**config.mk**
```make
export PLATFORM = sky130hd
export DESIGN_NAME = pe_result_monitor
export DESIGN_NICKNAME = d
export VERILOG_FILES = /design/src/rtl/pe_mon_pkg.sv /design/src/rtl/sat_cnt.sv /design/src/rtl/pe_result_monitor.sv
export SDC_FILE = /design/constraint.sdc
export NUM_CORES = 1
export LEC_CHECK = 0
export ABC_AREA = 0
export BUFFER_PORTS_ARGS = -buffer_cell sky130_fd_sc_hd__buf_2
export CAP_MARGIN = 5
export CORE_MARGIN = 2
export CORE_UTILIZATION = 50
export DETAILED_ROUTE_END_ITERATION = 6
export GPL_ROUTABILITY_DRIVEN = 0
export GPL_TIMING_DRIVEN = 0
export PLACE_DENSITY = 0.7
export SLEW_MARGIN = 20
export SYNTH_ARGS = -nofsm -noshare
export SYNTH_HDL_FRONTEND = slang
export SYNTH_SLANG_ARGS = --single-unit
```
**constraint.sdc**
```tcl
create_clock -name clk -period 3.12 [get_ports clk]
set_clock_uncertainty 0.15 [all_clocks]
set_input_delay 0.312 -clock clk [delete_from_list [all_inputs] [get_ports clk]]
set_output_delay 0.312 -clock clk [all_outputs]
set_load 0.01 [all_outputs]
```
**src/rtl/pe_mon_pkg.sv**
```systemverilog
// rtl/pe_mon_pkg.sv - shared state encoding and status register map for pe_result_monitor
package pe_mon_pkg;

  typedef enum logic [1:0] {
    ST_IDLE  = 2'd0,
    ST_ARMED = 2'd1,
    ST_RUN   = 2'd2,
    ST_DONE  = 2'd3
  } mon_state_e;

  localparam logic [2:0] RA_STATUS   = 3'd0;
  localparam logic [2:0] RA_RES_CNT  = 3'd1;
  localparam logic [2:0] RA_CHECKSUM = 3'd2;
  localparam logic [2:0] RA_ERR1     = 3'd3;
  localparam logic [2:0] RA_ERR2     = 3'd4;
  localparam logic [2:0] RA_SEQ      = 3'd5;
  localparam logic [2:0] RA_FIRST    = 3'd6;
  localparam logic [2:0] RA_MAGIC    = 3'd7;

  localparam logic [15:0] MAGIC_WORD = 16'hA5C3;

endpackage

```
**src/rtl/sat_cnt.sv**
```systemverilog
// rtl/sat_cnt.sv - saturating event counter with synchronous clear
module sat_cnt #(
  parameter int WIDTH = 8
) (
  input  logic             clk,
  input  logic             rst_n,
  input  logic             inc,
  input  logic             clr,
  output logic [WIDTH-1:0] q
);

  // clear has priority over a coincident increment; the count sticks at all-ones
  always_ff @(posedge clk or negedge rst_n) begin
    if (!rst_n) begin
      q <= '0;
    end else if (clr) begin
      q <= '0;
    end else if (inc && (q != '1)) begin
      q <= q + WIDTH'(1);
    end
  end

endmodule

```
**src/rtl/pe_result_monitor.sv**
```systemverilog
// rtl/pe_result_monitor.sv - PE result run tracker with checksum, error statistics and status reads
module pe_result_monitor
  import pe_mon_pkg::*;
#(
  parameter int DATA_NUM   = 16,
  parameter int DATA_WIDTH = 16,
  parameter int CNT_WIDTH  = 8
) (
  input  logic                        clk,
  input  logic                        rst_n,
  input  logic                        run_start,
  input  logic                        res_vld,
  input  logic [$clog2(DATA_NUM)-1:0] res_addr,
  input  logic [DATA_WIDTH-1:0]       res_data,
  input  logic                        err1,
  input  logic                        err2,
  input  logic                        clr,
  input  logic                        rd_en,
  input  logic [2:0]                  rd_addr,
  output logic [DATA_WIDTH-1:0]       rd_data,
  output logic                        rd_vld,
  output logic                        busy,
  output logic                        done,
  output logic                        fail
);

  localparam int AW = $clog2(DATA_NUM);
  localparam int RW = AW + 1;
  localparam logic [RW-1:0] LAST_IDX = RW'(DATA_NUM - 1);

  mon_state_e            state_q, state_d;
  logic [RW-1:0]         res_cnt;
  logic [RW-1:0]         first_err_idx;
  logic [DATA_WIDTH-1:0] checksum;
  logic [DATA_WIDTH-1:0] rd_mux;
  logic [CNT_WIDTH-1:0]  err1_cnt, err2_cnt, seq_err;
  logic                  fail_q, done_q, err1_q, err2_q;
  logic                  active, accept, stat_clr, rise1, rise2, seq_bad, last_res;

  // results only count while a run is open and not being restarted this cycle
  assign active   = (state_q == ST_ARMED) || (state_q == ST_RUN);
  assign accept   = active && res_vld && !run_start;
  assign stat_clr = run_start || clr;
  assign rise1    = active && err1 && !err1_q;
  assign rise2    = active && err2 && !err2_q;
  assign seq_bad  = accept && (res_addr != res_cnt[AW-1:0]);
  assign last_res = accept && (state_q == ST_RUN) && (res_cnt == LAST_IDX);

  // next-state: restart always wins, otherwise an accepted result advances the run
  always_comb begin
    state_d = state_q;
    if (run_start) begin
      state_d = ST_ARMED;
    end else if (accept) begin
      state_d = last_res ? ST_DONE : ST_RUN;
    end
  end

  // state register, done pulse and error-level history for edge detection
  always_ff @(posedge clk or negedge rst_n) begin
    if (!rst_n) begin
      state_q <= ST_IDLE;
      done_q  <= 1'b0;
      err1_q  <= 1'b0;
      err2_q  <= 1'b0;
    end else begin
      state_q <= state_d;
      done_q  <= last_res && !run_start;
      err1_q  <= err1;
      err2_q  <= err2;
    end
  end

  // result count is run progress, so only a restart rewinds it
  always_ff @(posedge clk or negedge rst_n) begin
    if (!rst_n) begin
      res_cnt <= '0;
    end else if (run_start) begin
      res_cnt <= '0;
    end else if (accept) begin
      res_cnt <= res_cnt + RW'(1);
    end
  end

  // running modular sum of accepted result words
  always_ff @(posedge clk or negedge rst_n) begin
    if (!rst_n) begin
      checksum <= '0;
    end else if (stat_clr) begin
      checksum <= '0;
    end else if (accept) begin
      checksum <= checksum + res_data;
    end
  end

  // first error event of the run captures the result index; fail stays set until cleared
  always_ff @(posedge clk or negedge rst_n) begin
    if (!rst_n) begin
      fail_q        <= 1'b0;
      first_err_idx <= '1;
    end else if (stat_clr) begin
      fail_q        <= 1'b0;
      first_err_idx <= '1;
    end else if ((rise1 || rise2) && !fail_q) begin
      fail_q        <= 1'b1;
      first_err_idx <= res_cnt;
    end
  end

  sat_cnt #(.WIDTH(CNT_WIDTH)) u_err1_cnt (
    .clk(clk), .rst_n(rst_n), .inc(rise1), .clr(stat_clr), .q(err1_cnt)
  );

  sat_cnt #(.WIDTH(CNT_WIDTH)) u_err2_cnt (
    .clk(clk), .rst_n(rst_n), .inc(rise2), .clr(stat_clr), .q(err2_cnt)
  );

  sat_cnt #(.WIDTH(CNT_WIDTH)) u_seq_err (
    .clk(clk), .rst_n(rst_n), .inc(seq_bad), .clr(stat_clr), .q(seq_err)
  );

  // status register select, zero-extended to the read width
  always_comb begin
    rd_mux = '0;
    case (rd_addr)
      RA_STATUS:   rd_mux = DATA_WIDTH'({state_q, active, fail_q});
      RA_RES_CNT:  rd_mux = DATA_WIDTH'(res_cnt);
      RA_CHECKSUM: rd_mux = checksum;
      RA_ERR1:     rd_mux = DATA_WIDTH'(err1_cnt);
      RA_ERR2:     rd_mux = DATA_WIDTH'(err2_cnt);
      RA_SEQ:      rd_mux = DATA_WIDTH'(seq_err);
      RA_FIRST:    rd_mux = DATA_WIDTH'(first_err_idx);
      RA_MAGIC:    rd_mux = DATA_WIDTH'(MAGIC_WORD);
      default:     rd_mux = '0;
    endcase
  end

  // read port captures values as they stood before this cycle's updates
  always_ff @(posedge clk or negedge rst_n) begin
    if (!rst_n) begin
      rd_data <= '0;
      rd_vld  <= 1'b0;
    end else begin
      rd_vld <= rd_en;
      if (rd_en) begin
        rd_data <= rd_mux;
      end
    end
  end

  assign busy = active;
  assign done = done_q;
  assign fail = fail_q;

endmodule

```
==> results.tsv, run 1 <==
stage	metric	value	unit
routing	postRouteAntennaNets	0	
clock_tree	cts_buffers	9	
global_routing	grt_usage	23.54	%
layout	drive_gt1_share	16.70	%
setup_path	endpoint_kind	register	
global_routing	grt_antenna_before_repair	0	
routing	via_count	3736	
pwr	leakagePower	2.258	nW
logic_synthesis	synthesis.nets	522	
logic_synthesis	avgSynthCellArea	9.375	sq um
routing	drc_errors	0	
routing	drtIter0Drc	246	
clock_tree	cts_tree	done	
setup_path	path_class	register to register	
clock_tree	cts-root-buf	clkbuf_8	
sta	slew_headroom	66.30	%
pwr	swShare	29.49	%
pwr	netSwitchingPower	0.0006742	W
pwr	irDropWorstVdd	0.2279	mV
logic_synthesis	synthFlopType	dfrtp_1	
floorplanning	die_w	97.78	microns
setup_path	critical_path.max_fanout	4	
logic_synthesis	yosys_register_bits	73	
layout	layout.nets	587	
layout	finalCoreUtilization	58.48	%
floorplanning	rows	34	
pwr	p_clk_share	35.7	%
pwr	comb_power_share	19.0	%
layout	insertedDiodeCount	0	
clock_tree	postCtsSetupBuffers	0	
logic_synthesis	synth_most_common_cell	dfrtp_1	
outcome	status	finished clean	
sta	period_share	83.73	%
setup_path	startpoint_type	register	
logic_synthesis	synth-edff-count	0	
logic_synthesis	synth_area_leaders	dfrtp_1, ha_1, nor2_1, mux2i_1, a21oi_1	
clock_tree	clockBufferDepth	2	
global_routing	grt_max_degree	42	
layout	area_delta_synth_final	14.85	%
pwr	seqPwrFrac	45.3	%
sta	finalSetupViolCount	0	
floorplanning	core	8636	sq um
floorplanning	ios	51	
logic_synthesis	synth_commonest_cells	dfrtp_1, nor2_1, nand2_1	
place	place_hpwl	8077	microns
logic_synthesis	synth_top_area_share	38.70	%
sta	slew_viol_final	0	
global_routing	grt_overflow_total	0	
logic_synthesis	synth-seq-area-share	41.69	%
floorplanning	die_area	9560	sq um
job	drv_cap	0	
setup_path	crit_arrival	2.72	ns
sta	rsz0062_at_grt	false	
logic_synthesis	synth_area	4397	sq um
clock_tree	clock_sinks	73	
sta	fin_setup_tns	0	ns
logic_synthesis	synth.distinct_cells	59	
min_path	hold_class	input port to register	
logic_synthesis	yosys_warnings	0	
setup_path	crit_required	3.23	ns
logic_synthesis	synthCells	469	
pwr	p_per_area	452.7	nW/um^2
sta	hold_viol_final	0	
routing	wirelength	10740	microns
clock_tree	htreeDepth	3	
sta	timing.fmax	382.8	MHz
logic_synthesis	synth_area_leader_cell	dfrtp_1	
global_routing	grt_pass1_wl	17910	microns
pwr	intPower	0.001612	W
floorplanning	initial_utilization	50.91	%
clock_tree	cts.clk_slew.worst_paths	0.08	ns
floorplanning	die_height	97.78	microns
routing	viasPerCell	5.774	
routing	dr.pass1.iters	4	
global_routing	grt_pass1_vias	3623	
sta	fin_crit	2.612	ns
sta	worst_pin_slew	0.5056	ns
routing	wl_per_cell	16.60	microns
logic_synthesis	synthArstFlopShare	100.0	%
place	portBuffers	49	
clock_tree	clk_latency	0.37	ns
## cell usage in the layout (no fill, tap or decap), types with 5 or more instances in the layout
cell	count
a21o_1	5
nand2b_1	5
nand4_1	9
nand3_1	9
clkbuf_8	9
ha_1	21
o21ai_0	18
o211ai_1	5
xor2_1	15
nor2b_1	8
dfrtp_1	68
mux2i_1	19
dfstp_2	5
buf_2	51
a21oi_1	37
inv_1	21
nor2_1	53
nor3_1	7
a22oi_1	5
or3_1	6
nand2_1	45
xnor2_1	18
clkbuf_1	20
o22ai_1	8
## final timing paths
check	slack [ns]	to	cells after the start	from
min	0.10	checksum[15]$_DFFE_PN0P_	3	clr
min reg2reg	0.36	rd_data[5]$_DFFE_PN0P_	1	rd_data[5]$_DFFE_PN0P_
max	0.51	checksum[12]$_DFFE_PN0P_	9	checksum[0]$_DFFE_PN0P_
max reg2reg	0.51	checksum[12]$_DFFE_PN0P_	9	checksum[0]$_DFFE_PN0P_
max in group asynchronous	1.98	err1_q$_DFF_PN0_	3	rst_n
min in group asynchronous	0.28	checksum[11]$_DFFE_PN0P_	2	rst_n
## worst max-delay path: stages (launching register included)
cell and delay (ns):
dfrtp_1 0.37, ha_1 0.21, inv_1 0.07, fa_1 0.36, and2b_1 0.24, o2111ai_1 0.16
a21oi_1 0.27, nor2_1 0.15, o2111a_1 0.27, a221o_1 0.25
## metrics by stage
step / hold slack [ns] / power (W) / instances / setup WS, ns / area (sq um)
after floorplan: -0.1336 / 0.001331 / 469 / 0.8022 / 4397
after global placement: 0.2865 / 0.001468 / 626 / 0.5526 / 4777
after detailed placement: 0.1294 / 0.001483 / 627 / 0.5083 / 4800
after CTS: 0.08816 / 0.002298 / 647 / 0.5357 / 5050
after global routing: 0.1037 / 0.002386 / 647 / 0.3842 / 5050
final: 0.1026 / 0.002286 / 647 / 0.5077 / 5050
## cells by family after synthesis
kind of cell             synth area share [%]
AO/OA/AOI/OAI                           17.13
flip-flops                              41.69
adder cells (fa/ha/maj)                 6.431
XOR/XNOR                                6.574
buffers and inverters                   4.013
multiplexers                            5.862
AND/OR/NAND/NOR                         18.30
## timing repair
action,CTS,global route
endpoints found under the hold margin,30,0
gates resized for setup,0,0
hold buffers,4,0
## flip-flops by register name, indices dropped and copies added, names as in the netlist, 2 cells and up
name           count
state_q            2
u_err1_cnt.q       8
rd_data           16
first_err_idx      5
res_cnt            5
checksum          16
u_err2_cnt.q       8
u_seq_err.q        8
## final cells by class
cell class,instances,area [sq um]
well taps,108,135.1
inverters,21,78.83
fillers,760,3586
multi-input cells,351,2387
flip-flops and latches,73,1833
clock buffers,10,127.6
plain buffers,24,97.59
repair buffers,54,307.8
clock inverters,6,82.58
## power by group through the flow
stage / clock, W / sequential, W / combinational, W
after floorplan: 0 / 0.00105 / 0.000282
after global placement: 0 / 0.00105 / 0.000414
after detailed placement: 0 / 0.00105 / 0.000428
after CTS: 0.000827 / 0.00104 / 0.000434
after global routing: 0.000859 / 0.00104 / 0.000485
final: 0.000815 / 0.00104 / 0.000434
## layer usage
metal	routed length, microns	part of all wire (%)	up-vias	GRT usage (%)
met4	246	2.3	0	8.654
met2	5084	47	122	37.56
met5	0	0	-	0
met3	633	5.9	19	5.870
li1	-	-	1801	-
met1	4778	44	1794	31.36
(Power assumes the default switching activity.)
==> run 2, diff against run 1 <==
--- a/config.mk
+++ b/config.mk
@@ -13,7 +13,7 @@
 export DETAILED_ROUTE_END_ITERATION = 6
 export GPL_ROUTABILITY_DRIVEN = 0
 export GPL_TIMING_DRIVEN = 0
-export PLACE_DENSITY = 0.7
+export PLACE_DENSITY = 0.73
 export SLEW_MARGIN = 20
 export SYNTH_ARGS = -nofsm -noshare
 export SYNTH_HDL_FRONTEND = slang
==> constraint.sdc (replaced) <==
create_clock -name clk -period 2.4 [get_ports clk]
set_clock_uncertainty 0.15 [all_clocks]
set_input_delay 0.24 -clock clk [delete_from_list [all_inputs] [get_ports clk]]
set_output_delay 0.24 -clock clk [all_outputs]
set_load 0.01 [all_outputs]
==> results.tsv, run 2 (synthesis gave the netlist of run 1 again) <==
stage	metric	value	unit	change
outcome	status	finished clean		
routing	postRouteAntennaNets	0		unchanged
clock_tree	htreeDepth	3		unchanged
setup_path	crit_chain	ha_2, inv_2, fa_2, and2b_2, o2111ai_4, a21oi_2, nor2_2, o2111a_1, a221o_1		
global_routing	grt_pass1_wl	17850	microns	-0.31%
layout	nFillCells	758		-0.26%
setup_path	startpoint_type	register		
routing	via_count	3757		+0.56%
layout	layout.nets	592		+0.85%
setup_path	slowest_delay	0.36	ns	about the same
clock_tree	cts.clk_slew.worst_paths	0.07	ns	about the same
layout	top_regs	checksum x16, rd_data x16		
sta	hold_viol_final	0		unchanged
global_routing	grt_antenna_before_repair	0		unchanged
pwr	leakagePower	2.310	nW	+2.3%
clock_tree	cts-root-buf	clkbuf_8		
floorplanning	initial_utilization	50.91	%	unchanged
routing	drc_errors	0		unchanged
routing	wirelength	10770	microns	+0.28%
min_path	hold_class	input port to register		
setup_path	path_class	register to register		
floorplanning	rows	34		unchanged
sta	worst_pin_slew	0.4960	ns	-0.009583 ns
sta	period_share	96.00	%	+12 points
pwr	irDropWorstVdd	0.3162	mV	+39%
floorplanning	core	8636	sq um	unchanged
clock_tree	cts_tree	done		
sta	fin_crit	2.304	ns	-0.3083 ns
place	place_hpwl	8115	microns	+0.47%
clock_tree	cts_buffers	9		unchanged
layout	final_cell_mix	dfrtp_1, nor2_1, buf_2		
setup_path	endpoint_kind	register		
place	dpl_cell_area	4800	sq um	unchanged
pwr	p_per_area	588.5	nW/um^2	+30%
sta	finalSetupViolCount	0		unchanged
sta	slew_headroom	66.93	%	+0.64 points
global_routing	grt_usage	23.20	%	-0.34 points
floorplanning	die_area	9560	sq um	unchanged
clock_tree	clock_sinks	73		unchanged
setup_path	worstPathBufferInverterCount	1		unchanged
setup_path	cpMaxStageDelayCell	dfrtp_1		
floorplanning	ios	51		unchanged
layout	area_delta_synth_final	17.42	%	
routing	wl_per_cell	16.52	microns	-0.49%
routing	drtIter0Drc	219		-11%
clock_tree	clockBufferDepth	2		unchanged
setup_path	cp_top_family	compound AO/OA/AOI/OAI gates		
sta	slew_viol_final	0		unchanged
layout	stdcell_area	5162	sq um	+2.2%
layout	layout_commonest_cell	dfrtp_1		
setup_path	crit_required	2.49	ns	-0.74 ns
layout	insertedDiodeCount	0		unchanged
floorplanning	die_w	97.78	microns	unchanged
sta	hold_slack	0.04914	ns	-0.05343 ns
routing	dr.pass1.iters	4		unchanged
floorplanning	die_height	97.78	microns	unchanged
sta	fin_setup_tns	0	ns	unchanged
sta	timing.fmax	434.0	MHz	+13%
global_routing	grt_max_degree	43		+2.4%
place	portBuffers	49		unchanged
global_routing	grt_overflow_total	0		unchanged
setup_path	crit_arrival	2.39	ns	-0.33 ns
job	drv_cap	0		unchanged
global_routing	grt_pass1_vias	3636		+0.36%
sta	rsz0062_at_grt	true		
layout	drive_gt1_share	20.40	%	+3.7 points
clock_tree	clk_latency	0.35	ns	-0.02 ns
setup_path	critical_path.max_fanout	3		-1
routing	viasPerCell	5.762		-0.21%
==> run 2: cell count changes in the layout (fill, tap and decap cells not counted), sizes merged <==
| cell | before | now |
|---|---|---|
| buf | 55 | 63 |
| clkbuf | 29 | 27 |
| clkinv | 3 | 2 |
==> run 2: cell type report <==
cell class | instances | area (sq um) | share of cell area, %
plain buffers | 21 | 88.84 | 1.721
clock buffers | 11 | 151.4 | 2.933
clock inverters | 5 | 77.57 | 1.503
well taps | 108 | 135.1 | 2.618
multi-input cells | 351 | 2430 | 47.07
flip-flops and latches | 73 | 1833 | 35.51
inverters | 21 | 78.83 | 1.527
repair buffers | 62 | 367.9 | 7.126
==> run 2: per-layer routing <==
metal / routed length [microns] / global-route usage, % / up-vias
met5: 0 / 0 / -
met4: 207 / 8.333 / 0
met2: 5140 / 37.45 / 101
met3: 453 / 4.724 / 21
met1: 4969 / 31.29 / 1830
li1: - / - / 1805
==> run 2: tightest hold or removal path, cell delays in order <==
cell and delay [ns]:
buf_2 0.11, or3_1 0.10, mux2i_1 0.05
==> run 2: worst paths after layout <==
check | depth (start not counted) | start | slack, ns | endpoint
min in group asynchronous | 2 | rst_n | 0.22 | rd_data[11]$_DFFE_PN0P_
worst min register to register | 2 | rd_data[4]$_DFFE_PN0P_ | 0.37 | rd_data[4]$_DFFE_PN0P_
worst max-delay path | 9 | checksum[0]$_DFFE_PN0P_ | 0.1 | checksum[10]$_DFFE_PN0P_
worst max register to register | 9 | checksum[0]$_DFFE_PN0P_ | 0.1 | checksum[10]$_DFFE_PN0P_
max in group asynchronous | 3 | rst_n | 1.31 | checksum[0]$_DFFE_PN0P_
worst min-delay path | 3 | clr | 0.05 | checksum[15]$_DFFE_PN0P_
==> run 2: timing repair <==
action,in CTS,in global routing
hold buffers,4,0
hold endpoints to repair,29,0
pin swaps,2,5
setup buffers,4,4
endpoints found under the setup margin,3,19
resized for setup,5,11
==> run 2: per-stage QoR <==
stage	std cells	power (W)	worst slack, ns	utilization [%]
2_1_floorplan	469	0.001731	0.08222	-
3_3_place_gp	626	0.001905	-0.1057	55.32
3_5_place_dp	627	0.001928	-0.1542	55.58
4_1_cts	651	0.003033	0.01737	59.23
5_1_grt	652	0.003182	-0.02315	59.78
6_report	652	0.003038	0.09606	59.78
==> run 2: power by group <==
part	internal, W	switching [W]
registers	0.00129	0.0000580
clock network	0.000639	0.000465
logic	0.000238	0.000348
total	0.00217	0.000870
==> run 3, diff against run 2 <==
--- a/config.mk
+++ b/config.mk
@@ -13,8 +13,8 @@
 export DETAILED_ROUTE_END_ITERATION = 6
 export GPL_ROUTABILITY_DRIVEN = 0
 export GPL_TIMING_DRIVEN = 0
-export PLACE_DENSITY = 0.73
-export SLEW_MARGIN = 20
+export PLACE_DENSITY = 0.8
+export SETUP_SLACK_MARGIN = 0.05
 export SYNTH_ARGS = -nofsm -noshare
 export SYNTH_HDL_FRONTEND = slang
 export SYNTH_SLANG_ARGS = --single-unit
==> results.tsv, run 3 (synthesis gave the netlist of run 1 again) <==
stage	metric	value	unit	change
pwr	irDropWorstVdd	0.2965	mV	-6.2%
setup_path	rr_worst_depth	9		unchanged
place	portBuffers	49		unchanged
floorplanning	die_w	97.78	microns	unchanged
pwr	leakagePower	2.276	nW	-1.5%
routing	wirelength	10830	microns	+0.56%
min_path	hold_class	input port to register		
setup_path	cp-startpoint	checksum[0]$_DFFE_PN0P_		
sta	hold_viol_final	0		unchanged
layout	final_cells	647		-0.77%
setup_path	r2r-start	checksum[0]$_DFFE_PN0P_		
global_routing	grt_usage	23.97	%	+0.76 points
global_routing	grt_pass1_wl	18400	microns	+3.1%
setup_path	critPathCapture	checksum[10]$_DFFE_PN0P_		
setup_path	path_class	register to register		
setup_path	r2r-end	checksum[10]$_DFFE_PN0P_		
layout	area_delta_synth_final	16.73	%	
clock_tree	htreeDepth	3		unchanged
place	place_hpwl	7913	microns	-2.5%
job	drv_cap	0		unchanged
routing	dr.pass1.iters	5		+1
clock_tree	cts_tree	done		
layout	top_regs	checksum x16, rd_data x16		
routing	drtIter0Drc	229		+4.6%
floorplanning	initial_utilization	50.91	%	unchanged
pwr	p_per_area	575.8	nW/um^2	-2.2%
global_routing	grt_overflow_total	0		unchanged
layout	insertedDiodeCount	0		unchanged
sta	rsz0062_at_grt	true		
clock_tree	cts_buffers	9		unchanged
layout	layout_commonest_cell	dfrtp_1		
floorplanning	rows	34		unchanged
place	dpl_cell_area	4780	sq um	-0.42%
clock_tree	clockBufferDepth	2		unchanged
sta	slew_headroom	38.80	%	-28 points
clock_tree	clk_latency	0.36	ns	about the same
setup_path	cpMaxStageDelayCell	dfrtp_1		
routing	wl_per_cell	16.74	microns	+1.3%
setup_path	slowest_delay	0.37	ns	about the same
sta	timing.fmax	425.9	MHz	-1.9%
routing	postRouteAntennaNets	0		unchanged
floorplanning	die_height	97.78	microns	unchanged
floorplanning	core	8636	sq um	unchanged
layout	drive_gt1_share	20.41	%	about the same
layout	final_cell_mix	dfrtp_1, nor2_1, buf_2		
sta	fin_crit	2.348	ns	+0.04381 ns
layout	nFillCells	743		-2.0%
floorplanning	ios	51		unchanged
clock_tree	clock_sinks	73		unchanged
layout	layout.nets	587		-0.84%
routing	viasPerCell	5.864		+1.8%
sta	slew_viol_final	0		unchanged
clock_tree	cts.clk_slew.worst_paths	0.08	ns	about the same
setup_path	crit_arrival	2.45	ns	+0.06 ns
sta	worst_pin_slew	0.9180	ns	+0.4220 ns
min_path	whs_path_depth	3		unchanged
sta	finalSetupViolCount	0		unchanged
setup_path	startpoint_type	register		
sta	period_share	97.82	%	+1.8 points
global_routing	grt_pass1_vias	3764		+3.5%
global_routing	grt_antenna_before_repair	0		unchanged
setup_path	r2r_slack	0.05	ns	-0.04 ns
setup_path	endpoint_kind	register		
global_routing	grt_max_degree	74		+72%
clock_tree	cts-root-buf	clkbuf_8		
layout	stdcell_area	5132	sq um	-0.58%
setup_path	critical_path.max_fanout	4		+1
routing	via_count	3794		+0.98%
setup_path	crit_required	2.50	ns	about the same
setup_path	crit_chain	ha_2, inv_2, fa_2, and2b_2, o2111ai_4, a21oi_4, nor2_4, o2111a_1, a221o_1		
routing	drc_errors	0		unchanged
outcome	status	finished clean		
floorplanning	die_area	9560	sq um	unchanged
place	dp_cells	626		-0.16%
==> run 3: changes by cell type in the layout (fill, tap and decap cells not counted), moves of 2 or more <==
cell / previous run / this run
clkinv_2: 2 / 0
a21oi_2: 2 / 0
buf_4: 10 / 6
o21ai_2: 0 / 2
o21ai_1: 2 / 0
==> run 3: report_power, final <==
group          switching, W  internal [W]  total [W]
clock              0.000482      0.000542    0.00102
sequential        0.0000589       0.00129    0.00135
combinational      0.000349      0.000232   0.000581
total              0.000890       0.00207    0.00296
==> run 3: worst min path at each step <==
stage,from,end,slack [ns]
2_1_floorplan,rst_n,checksum[0]$_DFFE_PN0P_,-0.21
3_3_place_gp,err1,err1_q$_DFF_PN0_,0.22
3_5_place_dp,rd_en,rd_vld$_DFF_PN0_,0.22
4_1_cts,clr,checksum[15]$_DFFE_PN0P_,0.01
5_1_grt,clr,checksum[15]$_DFFE_PN0P_,0.02
6_report,clr,checksum[15]$_DFFE_PN0P_,0.02
==> run 3: what timing repair did <==
item	CTS	global route
hold buffers	4	0
cloned	0	0
pin swaps	3	8
setup endpoints to repair	3	26
endpoints found under the hold margin	71	0
setup buffers	4	0
gates resized for setup	7	16
==> run 3: per-stage QoR <==
stage / setup TNS [ns] / worst slack, ns / utilization, % / hold WS [ns] / total power, W
after floorplan: 0 / 0.08222 / - / -0.2056 / 0.001731
after global placement: -0.1845 / -0.09860 / 55.32 / 0.2171 / 0.001902
after detailed placement: -0.3200 / -0.1579 / 55.35 / 0.2177 / 0.001920
after CTS: 0 / 0.05409 / 58.98 / 0.01491 / 0.002955
after global routing: -0.06425 / -0.03033 / 59.43 / 0.02227 / 0.003096
final: 0 / 0.05225 / 59.43 / 0.02240 / 0.002955
==> run 3: final cells by class <==
type / count / area, sq um / area share, %
Multi-Input combinational cell: 351 / 2464 / 48.00
Sequential cell: 73 / 1833 / 35.71
Timing Repair Buffer: 57 / 317.8 / 6.192
Clock buffer: 11 / 151.4 / 2.950
Tap cell: 108 / 135.1 / 2.633
Buffer: 21 / 90.09 / 1.755
Inverter: 21 / 78.83 / 1.536
Clock inverter: 5 / 62.56 / 1.219
==> run 3: worst max-delay path: cells and delay by family (launching register included) <==
kind,cells,cell delay (ns)
simple gates,2,0.31
fa+ha+maj,2,0.52
flops,1,0.37
compound gates,4,0.85
buf+inv,1,0.04
==> run 3: per-layer routing <==
| metal | vias up | wire (microns) | share of wire (%) | GRT usage, % |
|---|---|---|---|---|
| met1 | 1833 | 4676 | 43 | 31.75 |
| met5 | - | 0 | 0 | 0 |
| met2 | 144 | 5246 | 48 | 39.73 |
| li1 | 1787 | - | - | - |
| met4 | 0 | 264 | 2.4 | 8.333 |
| met3 | 30 | 645 | 6.0 | 4.581 |
